**config.mk**
```make
export PLATFORM = sky130hd
export DESIGN_NAME = lc3b_mem_arbiter
export DESIGN_NICKNAME = d
export VERILOG_FILES = /design/src/rtl/lc3b_mem_arbiter.sv
export SDC_FILE = /design/constraint.sdc
export NUM_CORES = 1
export LEC_CHECK = 0
export ABC_CLOCK_PERIOD_IN_PS = 2250
export BUFFER_PORTS_ARGS = -buffer_cell sky130_fd_sc_hd__buf_2
export CORE_MARGIN = 3
export CORE_UTILIZATION = 43
export DETAILED_ROUTE_END_ITERATION = 10
export PLACE_DENSITY = 0.8
export SKIP_CTS_REPAIR_TIMING = 1
export SLEW_MARGIN = 0
export SYNTH_ARGS = -nofsm -noshare
export SYNTH_HDL_FRONTEND = slang
export SYNTH_SLANG_ARGS = --single-unit
```
**constraint.sdc**
```tcl
create_clock -name clk -period 2.25 [get_ports clk]
set_input_delay 0.3375 -clock clk [delete_from_list [all_inputs] [get_ports clk]]
set_output_delay 0.3375 -clock clk [all_outputs]
set_load 0.02 [all_outputs]
```
**src/rtl/lc3b_mem_arbiter.sv**
```systemverilog
// lc3b_mem_arbiter: shares one physical memory port between the instruction
// fetch requester and the data (load/store) requester.
// Optional feature macro: LC3B_ARB_ROUND_ROBIN_EN selects round-robin
// arbitration on ties. When it is not defined, the data port has fixed priority.

package lc3b_types;
  typedef logic [15:0] lc3b_word;
  typedef logic [1:0]  lc3b_mem_wmask;
endpackage

module lc3b_mem_arbiter
  import lc3b_types::*;
(
  input  logic          clk,
  input  logic          rst_n,

  input  logic          inst_read,
  input  logic          inst_write,
  input  lc3b_word      inst_address,
  input  lc3b_word      inst_wdata,
  input  lc3b_mem_wmask inst_byte_enable,
  output logic          inst_resp,
  output lc3b_word      inst_rdata,

  input  logic          data_read,
  input  logic          data_write,
  input  lc3b_word      data_address,
  input  lc3b_word      data_wdata,
  input  lc3b_mem_wmask data_byte_enable,
  output logic          data_resp,
  output lc3b_word      data_rdata,

  output logic          pmem_read,
  output logic          pmem_write,
  output lc3b_word      pmem_address,
  output lc3b_word      pmem_wdata,
  output lc3b_mem_wmask pmem_byte_enable,
  input  logic          pmem_resp,
  input  lc3b_word      pmem_rdata,

  output logic          busy
);

  typedef enum logic [1:0] {
    IDLE    = 2'd0,
    GRANT_I = 2'd1,
    GRANT_D = 2'd2
  } state_t;

  state_t        state;
  logic          cmd_read;
  logic          cmd_write;
  lc3b_word      cmd_address;
  lc3b_word      cmd_wdata;
  lc3b_mem_wmask cmd_mask;

  logic          inst_req;
  logic          data_req;
  logic          pick_data;

`ifdef LC3B_ARB_ROUND_ROBIN_EN
  logic          last_grant_data;
`endif

  assign inst_req = inst_read | inst_write;
  assign data_req = data_read | data_write;

  // Arbitration: choose which requester wins if the FSM grants this cycle.
  always_comb begin
    pick_data = 1'b0;
`ifdef LC3B_ARB_ROUND_ROBIN_EN
    // Data wins when alone, or on a tie when instruction was granted last.
    pick_data = data_req & (~inst_req | ~last_grant_data);
`else
    pick_data = data_req;
`endif
  end

  // Grant FSM and command registers; the command registers return to their
  // reset values on completion, so the pmem outputs read as idle values in IDLE.
  always_ff @(posedge clk or negedge rst_n) begin
    if (!rst_n) begin
      state       <= IDLE;
      cmd_read    <= 1'b0;
      cmd_write   <= 1'b0;
      cmd_address <= '0;
      cmd_wdata   <= '0;
      cmd_mask    <= '1;
`ifdef LC3B_ARB_ROUND_ROBIN_EN
      last_grant_data <= 1'b1;
`endif
    end else begin
      case (state)
        IDLE: begin
          if (inst_req | data_req) begin
            if (pick_data) begin
              state       <= GRANT_D;
              cmd_read    <= data_read;
              cmd_write   <= data_write & ~data_read;
              cmd_address <= data_address;
              cmd_wdata   <= data_wdata;
              cmd_mask    <= data_byte_enable;
            end else begin
              state       <= GRANT_I;
              cmd_read    <= inst_read;
              cmd_write   <= inst_write & ~inst_read;
              cmd_address <= inst_address;
              cmd_wdata   <= inst_wdata;
              cmd_mask    <= inst_byte_enable;
            end
`ifdef LC3B_ARB_ROUND_ROBIN_EN
            last_grant_data <= pick_data;
`endif
          end
        end
        GRANT_I, GRANT_D: begin
          if (pmem_resp) begin
            state       <= IDLE;
            cmd_read    <= 1'b0;
            cmd_write   <= 1'b0;
            cmd_address <= '0;
            cmd_wdata   <= '0;
            cmd_mask    <= '1;
          end
        end
        default: begin
          state <= IDLE;
        end
      endcase
    end
  end

  assign pmem_read        = cmd_read;
  assign pmem_write       = cmd_write;
  assign pmem_address     = cmd_address;
  assign pmem_wdata       = cmd_wdata;
  assign pmem_byte_enable = cmd_mask;

  assign inst_resp  = (state == GRANT_I) & pmem_resp;
  assign data_resp  = (state == GRANT_D) & pmem_resp;
  assign inst_rdata = pmem_rdata;
  assign data_rdata = pmem_rdata;
  assign busy       = (state != IDLE);

endmodule

```
## Yosys cells after proc, flatten, opt, wreduce, memory -nomap -nowiden

Cells that the tools add are included.
Widths: inputs -> output; s select.

- Register bits: 38
- Latch bits: 0
- RAM bits: 0
- ROM bits: 0
- Input port bits: 91
- Output and inout bits: 71
- Word-level logic and storage cells: 47
- Memories: 0

- $add $sub $neg: 0
- Multipliers: 0
- Divide/modulo/power cells: 0
- Order comparisons: 0
- Equality and inequality tests: 4
- Shifts and indexed selects: 0
- Mux-type cells: 22
- Bitwise logic cells: 9
- Reductions and logical operators: 6

Operators by type and width:

| kind | count |
|---|---|
| $mux 16 | 5 |
| $pmux 16 s2 | 2 |
| $mux 2 | 6 |
| $pmux 2 s2 | 2 |
| $mux 1 | 5 |
| $and 1x1->1 | 4 |
| $ne 2x2->1 const B | 2 |
| $pmux 1 s2 | 2 |
| $reduce_bool 2->1 | 2 |
| $or 1x1->1 | 3 |
| $reduce_and 3->1 | 1 |
| $eq 2x1->1 const B | 1 |
| $eq 2x2->1 const B | 1 |
| $logic_not 2->1 | 1 |
| $not 1->1 | 2 |
| $reduce_and 2->1 | 1 |
| $reduce_or 2->1 | 1 |

## Longest topological paths before layout

Gate-level depths: netlist of run 1.

- Depth in word-level cells: 5
- Mapped depth: 7
- Mapped depth without buffers: 5

## Worst setup path before layout of run 1

OpenSTA, ideal clock, no wires.

- Path kind: reg2reg
- Start: register state[0]
- End: register cmd_address[10] (netlist: pmem_address[10])
- Setup time: 0.125 ns
- Arrival time: 1.649 ns
- Required time: 2.125 ns
- Setup slack: 0.476 ns
- Stages on the path, launching flop included: 7
- Path buffers: 1
- Period minus slack after synthesis: 1.774 ns
- Cell sequence: dfrtp_1 -> inv_1 -> ha_1 -> mux2i_1 -> a31oi_4 -> buf_6 -> mux2_2

- Cells in the longest elaborated chain, start to end: 4
- Elaborated cells between the ends (all ways): 9
- Those cells by class: 4 x eq/ne; 1 x mux; 4 x reduce/logical

Ends and longest elaborated chain:

| what | RTL line | text |
|---|---|---|
| start: declaration | 50 | `state_t state;` |
| start signal: assignment | 83 | `state <= IDLE;` |
| start signal: assignment | 97 | `state <= GRANT_D;` |
| start signal: assignment | 104 | `state <= GRANT_I;` |
| $eq 2x1->1 or $eq 2x2->1 (tied branches) | 93 | `case (state)` |
| $reduce_or 2->1 | 93 |  |
| $ne 2x2->1 (no line) or $reduce_bool 2->1 (tied branches) | n/a |  |
| $reduce_and 3->1 (no line) | n/a |  |
| end signal: assignment | 100 | `cmd_address <= data_address;` |
| end signal: assignment | 107 | `cmd_address <= inst_address;` |
| end: declaration | 53 | `lc3b_word cmd_address;` |

Parallel ways exist; a longest one is shown, timed or not.
A chain may end at the register's enable or synchronous reset.

## Worst setup path in the final report of run 1

- Start: register state[0]
- End: register cmd_address[9] (netlist: pmem_address[9])

Same word-level chain as after synthesis.

==> flow_metrics.tcl, run 1 <==
set metrics [dict create \
    outcome "finished clean" \
    timing.final.hold_violations 0 \
    vias_per_cell 5.12 \
    synth_mux_area_share_pct 15.8 \
    crit_type "reg -> reg" \
    crit_family "multiplexers" \
    synth_commonest_cells "36 x dfrtp_1, 34 x a21oi_1, 33 x o21ai_0" \
    final.fill_count 540 \
    synth_xor_area_share_pct 0 \
    synthArstFlopShare_pct 100 \
    dr.first_iter.drc_count 63 \
    synth_edf_count 0 \
    cts_root_buf "clkbuf_8" \
    ys_types 28 \
    critPathLaunch "state[0]" \
    critPathBufInv 2 \
    layout.nets 422 \
    grt_usage_pct 15.9 \
    path_max_fanout 22 \
    core_area_sq_um 5610 \
    fin_util_pct 53.9 \
    syn_inst 257 \
    ys_seq_area_share_pct 37.7 \
    clock.fmax_mhz 512 \
    rsz0062_at_grt "no" \
    yosysTopAreaCellShare_pct 35.6 \
    grt-ovfl-total 0 \
    ir_worst_vdd_v 0.000557 \
    setup_viol 0 \
    antennaDiodeCount 0 \
    r2r_end "pmem_address[9]" \
    drive_gt1_share_pct 55.9 \
    finalCritPeriodShare_pct 86.7 \
    powerDensity_nw_per_um2 1350 \
    postRouteAntennaNets 0 \
    reg2reg_slack_ns 0.30 \
    tightest_slew_ns 0.813 \
    io_pins 162 \
    final-max-slew-violation-count 0 \
    cp_data_arrival_time_ns 2.12 \
    cpMaxStageDelayCell "dfrtp_1" \
    die_h_um 82.7 \
    cap_violations 0 \
    grt_max_degree 69 \
    clk_latency_ns 0.28 \
    h-tree-depth 2 \
    initial_core_util_pct 45.1 \
    synth_compound_area_share_pct 16.6 \
    core.rowCount 27 \
    cts_tree "built" \
    cts-buffers-inserted 5 \
    synth_area_sq_um 2530 \
    place_hpwl_mm 4.30 \
    die_w_um 82.7 \
    wl_per_cell_um 14.4 \
    synth.most_common_cell "dfrtp_1" \
    crit_required_ns 2.41 \
    multiInputGateArea_sq_um 1200 \
    grt_pass1_wl_mm 8.36 \
    place_congestion 0.695 \
    synth_nets 351 \
    crit_chain "inv_1 > ha_1 > mux2i_1 > a31oi_4 > buf_4 > mux2_2" \
    syn_avg_cell_area_sq_um 9.84 \
    dieArea_sq_um 6840 \
    drc 0 \
    r2r-start "state[0]" \
    slew_headroom_pct 45.8 \
    synth-simple-area-share_pct 13.4 \
    routed_wl_mm 5.79 \
    antenna_found_initial 0 \
    hold_class "in -> async" \
    setup.worst_path.end "pmem_address[9]" \
    end_kind "flop" \
    cts_sinks 38 \
    post-synth-top-area-cell "dfrtp_1" \
    clk_pin_slew_ns 0.07 \
    critPathLaunchType "flop" \
    path_depth 6 \
    tns_ns 0 \
    clockBufferDepth 2 \
    synth_area_leaders "dfrtp_1 36%, mux2_2 14%, buf_4 9.5%" \
    yosys_warnings 0 \
    worst_r2r_path_depth 6 \
    grt_pass1_vias 1800 \
    via_count 2055 \
    synth-adder-area-share_pct 1.48 \
    firstDrtPassIters 4 \
    critPathMaxStageDelay_ns 0.40 \
    period_needed_ns 1.95 \
    numPortBuffers 113 \
    syn_to_final_growth_pct 19.6 \
    synth_top_family_by_area "compound AO/OA/AOI/OAI gates" \
    ys.flop_type "dfrtp_1" \
    leakage_uw 0.00149 \
    ys_ff_latch 38 \
    seq_area_sq_um 953 \
    skew_ns 0.00120 \
]
through the flow:
step | cell area [sq um] | hold WS [ns] | cells | worst slack, ns | total power [uW]
3_3_place_gp | 2880 | 0.455 | 393 | 0.387 | 3380
6_report | 3020 | 0.147 | 401 | 0.298 | 4090
4_1_cts | 3020 | 0.176 | 401 | 0.280 | 4160
3_5_place_dp | 2880 | 0.454 | 393 | 0.294 | 3450
2_1_floorplan | 2530 | 0.0419 | 257 | 0.476 | 2970
5_1_grt | 3020 | 0.191 | 401 | 0.198 | 4410
state kept, by name, summed over array words and instances, names as in the netlist:
signal and count:
pmem_byte_enable 2, state 2, pmem_read 1, pmem_address 16, pmem_wdata 16, pmem_write 1
logic make-up after synthesis:
group,after synthesis
adder cells (fa/ha/maj),3
AND/OR/NAND/NOR,43
multiplexers,36
flip-flops,38
buffers and inverters,61
AO/OA/AOI/OAI,76
where the power goes:
part           leakage, uW  internal [uW]  total [uW]  switching (uW)
sequential        0.000483            998        1140             143
combinational     0.000932           1010        2260            1250
clock            0.0000714            473         694             221
total              0.00149           2480        4090            1610
worst min path at each step:
stage	end	slack [ns]	depth (start not counted)
after floorplan	pmem_address[0]	0.04	0
after global placement	pmem_byte_enable[0]	0.45	2
after detailed placement	pmem_byte_enable[0]	0.45	2
after CTS	pmem_address[7]	0.18	1
after global routing	pmem_address[7]	0.19	1
final	pmem_address[7]	0.15	1
cell usage in the layout, fill, tap and decap left out, types with 4 or more instances in the layout:
master	synthesis	final
buf_2	5	113
dfrtp_1	36	36
a21oi_1	34	34
o21ai_0	33	33
mux2_2	31	31
or3b_2	22	22
or3b_1	10	10
inv_1	7	7
clkbuf_8	0	6
nor2_1	4	4
mux2i_1	4	4
buf_4	32	4
layer usage:
metal | vias up | global-route usage [%] | wire length [um]
met5 | - | 0 | 0
met4 | 0 | 5.56 | 134
met3 | 20 | 4.66 | 503
met2 | 78 | 28.4 | 2840
met1 | 941 | 17.8 | 2310
li1 | 1016 | - | -
area by class of cell:
| class | instances | area share [%] |
|---|---|---|
| Inverter | 7 | 0.869 |
| Timing Repair Buffer | 118 | 20.4 |
| Tap cell | 72 | 2.98 |
| Sequential cell | 38 | 31.5 |
| Clock inverter | 2 | 1.99 |
| Clock buffer | 6 | 2.73 |
| Multi-Input combinational cell | 158 | 39.6 |
Power figures use the tool's default switching activity.
==> run 2, diff against run 1 <==
- ABC_CLOCK_PERIOD_IN_PS: 2250 -> 2150
- clock period: 2.25 -> 2.15 ns (I/O delays scaled with it)
==> flow_metrics.tcl, run 2 (synthesized netlist as in run 1, its figures left out) <==
set metrics [dict create \
    drive_gt1_share_pct 55.9 \
    hold_class "in -> async" \
    leakage_uw 0.00147 \
    firstDrtPassIters 4 \
    layout_commonest_cell "buf_2" \
    grt_usage_pct 16.6 \
    layout.nets 424 \
    syn_to_final_growth_pct 18.2 \
    die_w_um 82.7 \
    clk_latency_ns 0.28 \
    cap_violations 0 \
    design_area_sq_um 2990 \
    r2r_end "pmem_address[4]" \
    numPortBuffers 113 \
    critPathLaunchType "flop" \
    outcome "finished clean" \
    p_clk_share_pct 12.1 \
    use_met2_pct 30.3 \
    worst_r2r_path_depth 6 \
    intPower_uw 2380 \
    p_switching_uw 1710 \
    grt_max_degree 42 \
    reg2reg_slack_ns 0.24 \
    met3_usage_pct 4.56 \
    crit_type "reg -> reg" \
    place_congestion 0.719 \
    finalCritPeriodShare_pct 88.6 \
    dieArea_sq_um 6840 \
    cts-buffers-inserted 5 \
    pwr-share-seq_pct 29.2 \
    crit_required_ns 2.32 \
    setup_viol 0 \
    place_hpwl_mm 4.46 \
    tightest_slew_ns 0.831 \
    die_h_um 82.7 \
    grt-ovfl-total 0 \
    antenna_found_initial 0 \
    postRouteAntennaNets 0 \
    end_kind "flop" \
    slew_headroom_pct 44.6 \
    drc 0 \
    rsz0062_at_grt "no" \
    ir_worst_vdd_v 0.000507 \
    vias_per_cell 5.16 \
    core.rowCount 27 \
    grt_pass1_wl_mm 8.66 \
    core_area_sq_um 5610 \
    worst_slack_ns 0.244 \
    busiest_layer "met2" \
    dr.first_iter.drc_count 45 \
    grt_pass1_vias 1872 \
    r2r-start "state[0]" \
    p_comb_share_pct 58.6 \
    via_count 2081 \
    timing.final.hold_violations 0 \
    place_area_sq_um 2900 \
    period_needed_ns 1.91 \
    critPathLaunch "state[0]" \
    cts_sinks 38 \
    clockBufferDepth 2 \
    met1_usage_pct 18.5 \
    cp_data_arrival_time_ns 2.07 \
    p_sw_share_pct 41.8 \
    final_cell_mix "113 x buf_2, 36 x dfrtp_1, 34 x a21oi_1" \
    dp_worst_setup_slack_ns 0.218 \
    wl_per_cell_um 14.6 \
    initial_core_util_pct 45.1 \
    clk_pin_slew_ns 0.08 \
    h-tree-depth 2 \
    setup.worst_path.end "pmem_address[4]" \
    path_max_fanout 13 \
    cts_tree "built" \
    final-max-slew-violation-count 0 \
    skew_ns 0.00731 \
    io_pins 162 \
    routed_wl_mm 5.89 \
    clock.fmax_mhz 525 \
    powerDensity_nw_per_um2 1370 \
    tns_ns 0 \
    cts_root_buf "clkbuf_8" \
    antennaDiodeCount 0 \
]
[run 2: changes by cell type in the layout (fill, tap and decap cells not counted)]
cell       delta
buf_4         +2
bufinv_16     -2
clkbuf_1      +1
clkinv_2      +1
[run 2: cell type report]
cell class                      instances  area, sq um
Sequential cell                        38          953
Clock buffer                            7         86.3
Timing Repair Buffer                  120          631
Clock inverter                          1         5.00
Multi-Input combinational cell        158         1200
Tap cell                               72         90.1
Fill cell                             523         2620
Inverter                                7         26.3
[run 2: critical path, stage by stage, from the launching register on]
cell	delay, ns
dfrtp_1	0.41
inv_1	0.09
ha_1	0.31
mux2i_1	0.17
a31oi_4	0.20
buf_4	0.24
mux2_2	0.36
[run 2: power by group through the flow]
stage / Sequential, uW / Clock (uW) / Combinational (uW)
2_1_floorplan: 1530 / 0 / 1570
3_3_place_gp: 1210 / 0 / 2360
3_5_place_dp: 1210 / 0 / 2440
4_1_cts: 1200 / 520 / 2440
5_1_grt: 1230 / 554 / 2640
6_report: 1200 / 497 / 2400
[run 2: worst min path at each step]
stage,startpoint,end,slack (ns),cells past startpoint
2_1_floorplan,rst_n,pmem_address[0],0.03,0
3_5_place_dp,rst_n,pmem_address[10],0.47,1
6_report,rst_n,pmem_read,0.13,1
5_1_grt,rst_n,pmem_address[6],0.20,1
4_1_cts,rst_n,pmem_address[11],0.16,1
3_3_place_gp,pmem_byte_enable[1],pmem_byte_enable[1],0.45,2
[run 2: metal layers]
metal,part of all wire (%),vias to the layer above
met5,0,-
met4,2.3,0
met3,8.2,19
met2,51,78
met1,38,968
li1,-,1016
[run 2: through the flow]
stage	hold WS [ns]	power (uW)	utilization [%]	cells
global route	0.204	4420	53.3	403
detailed placement	0.474	3650	51.7	395
finish	0.133	4090	53.3	403
CTS	0.163	4160	53.3	403
global placement	0.454	3570	51.7	395
floorplan	0.0269	3100	-	257
==> run 3, diff against run 2 <==
- ABC_AREA: default -> 1
- CORE_UTILIZATION: 43 -> 44
==> flow_metrics.tcl, run 3 <==
set metrics [dict create \
    via_count 2572 \
    path_max_fanout 36 \
    timing.final.hold_violations 0 \
    synth-adder-area-share_pct 1.39 \
    powerDensity_nw_per_um2 1490 \
    final.fill_count 568 \
    ir_worst_vdd_v 0.000740 \
    setup_viol 0 \
    holdWs_ns 0.142 \
    finalCritPeriodShare_pct 89.2 \
    yosysTopAreaCellShare_pct 33.4 \
    grt_usage_pct 18.0 \
    yosys_warnings 0 \
    syn_avg_cell_area_sq_um 6.77 \
    synth.most_common_cell "nand2_1" \
    met1_usage_pct 21.3 \
    multiInputGateArea_sq_um 1190 \
    synth_nets 492 \
    synthArstFlopShare_pct 100 \
    die_h_um 84.3 \
    cp_data_arrival_time_ns 2.14 \
    grt_pass1_vias 2368 \
    antenna_found_initial 0 \
    die_w_um 84.3 \
    reg2reg_slack_ns 0.23 \
    cap_violations 0 \
    synth_edf_count 0 \
    ys_seq_area_share_pct 35.4 \
    syn_inst 398 \
    final_cell_mix "114 x nand2_1, 113 x buf_2, 65 x nor2_1" \
    busiest_layer "met2" \
    slew_headroom_pct 44.4 \
    drive_gt1_share_pct 30.9 \
    clock.fmax_mhz 521 \
    synth_compound_area_share_pct 6.87 \
    ys.flop_type "dfrtp_1" \
    critPathLaunchType "flop" \
    clk_latency_ns 0.28 \
    cts-buffers-inserted 5 \
    initial_core_util_pct 47.2 \
    synth-simple-area-share_pct 36.0 \
    synth_area_leaders "dfrtp_1 33%, nand2_1 16%, buf_4 10%" \
    tightest_slew_ns 0.835 \
    post-synth-top-area-cell "dfrtp_1" \
    layout.nets 563 \
    synth_xor_area_share_pct 0 \
    place_congestion 0.831 \
    dp_cells 534 \
    syn_to_final_growth_pct 16.9 \
    grt_pass1_wl_mm 10.7 \
    met3_usage_pct 4.81 \
    clockBufferDepth 2 \
    cts_tree "built" \
    vias_per_cell 4.75 \
    wl_per_cell_um 12.3 \
    place_area_sq_um 3010 \
    io_pins 162 \
    crit_required_ns 2.37 \
    finalNonFillerCells 542 \
    dieArea_sq_um 7100 \
    final-max-slew-violation-count 0 \
    total_power_uw 4680 \
    seq_area_sq_um 953 \
    firstDrtPassIters 4 \
    antennaDiodeCount 0 \
    drc 0 \
    critPathLaunch "state[0]" \
    worst_r2r_path_depth 7 \
    crit_type "reg -> reg" \
    cts_root_buf "clkbuf_8" \
    skew_ns 0.00408 \
    layout_commonest_cell "nand2_1" \
    rsz0062_at_grt "no" \
    ys_ff_latch 38 \
    tns_ns 0 \
    routed_wl_mm 6.66 \
    synth_mux_area_share_pct 0 \
    hold_class "in -> async" \
    grt-ovfl-total 0 \
    use_met2_pct 31.6 \
    synth_top_family_by_area "simple AND/OR/NAND/NOR gates" \
    end_kind "flop" \
    setup.worst_path.end "pmem_address[0]" \
    outcome "finished clean" \
    r2r_end "pmem_address[0]" \
    r2r-start "state[0]" \
    core.rowCount 27 \
    synth_area_sq_um 2700 \
    period_needed_ns 1.92 \
    numPortBuffers 113 \
    h-tree-depth 2 \
    leakage_uw 0.00197 \
    postRouteAntennaNets 0 \
    place_hpwl_mm 4.79 \
    ys_types 22 \
    cts_sinks 38 \
    grt_max_degree 39 \
    core_area_sq_um 5710 \
    dr.first_iter.drc_count 100 \
    clk_pin_slew_ns 0.07 \
    design_area_sq_um 3150 \
    synth_commonest_cells "114 x nand2_1, 65 x nor2_1, 41 x inv_1" \
]
==> run 3: cell count changes after synthesis, moves of 22 or more <==
cell / delta
a21oi_1: -33
inv_1: +34
mux2_2: -31
nand2_1: +114
nand3_1: +29
nor2_1: +61
or3b_2: -22
==> run 3: power by group <==
part           leakage [uW]  internal [uW]  switching, uW
logic               0.00142            872           1820
clock network     0.0000714            495            242
registers          0.000480           1070            183
total               0.00197           2430           2250
==> run 3: kinds of logic (layout without fill, tap and decap cells) <==
| logic type | after synthesis | in the layout |
|---|---|---|
| AND/OR/NAND/NOR | 224 | 224 |
| flip-flops | 38 | 38 |
| buffers and inverters | 96 | 168 |
| AO/OA/AOI/OAI | 37 | 37 |
| adder cells (fa/ha/maj) | 3 | 3 |
==> run 3: critical path, cell delays in order (launching register included) <==
cell and delay (ns):
dfrtp_1 0.37, inv_1 0.07, ha_1 0.33, inv_2 0.24
nand2_2 0.26, nand2_4 0.39, nand2_1 0.11, nand2_1 0.08
==> run 3: worst min path at each step <==
stage,from,to,depth (start not counted)
final,rst_n,pmem_address[11],1
after CTS,rst_n,pmem_wdata[15],1
after detailed placement,rst_n,pmem_wdata[15],1
after global routing,rst_n,pmem_read,1
after floorplan,rst_n,pmem_address[0],0
after global placement,rst_n,pmem_address[11],1
==> run 3: final cells by class <==
cell class,instances,share of cell area [%]
Multi-Input combinational cell,264,37.8
Sequential cell,38,30.3
Timing Repair Buffer,118,19.5
Inverter,42,5.00
Tap cell,72,2.86
Clock buffer,6,2.62
Clock inverter,2,1.91
==> run 3: per-layer routing <==
layer	up-vias	share of wire, %
met3	15	8.4
met5	-	0
met1	1135	41
met4	0	1.5
met2	101	49
li1	1321	-
==> run 3: through the flow <==
| step | setup WS [ns] | utilization (%) |
|---|---|---|
| global route | 0.00678 | 55.2 |
| global placement | 0.338 | 52.7 |
| floorplan | 0.631 | - |
| detailed placement | 0.250 | 52.7 |
| finish | 0.232 | 55.2 |
| CTS | 0.235 | 55.2 |
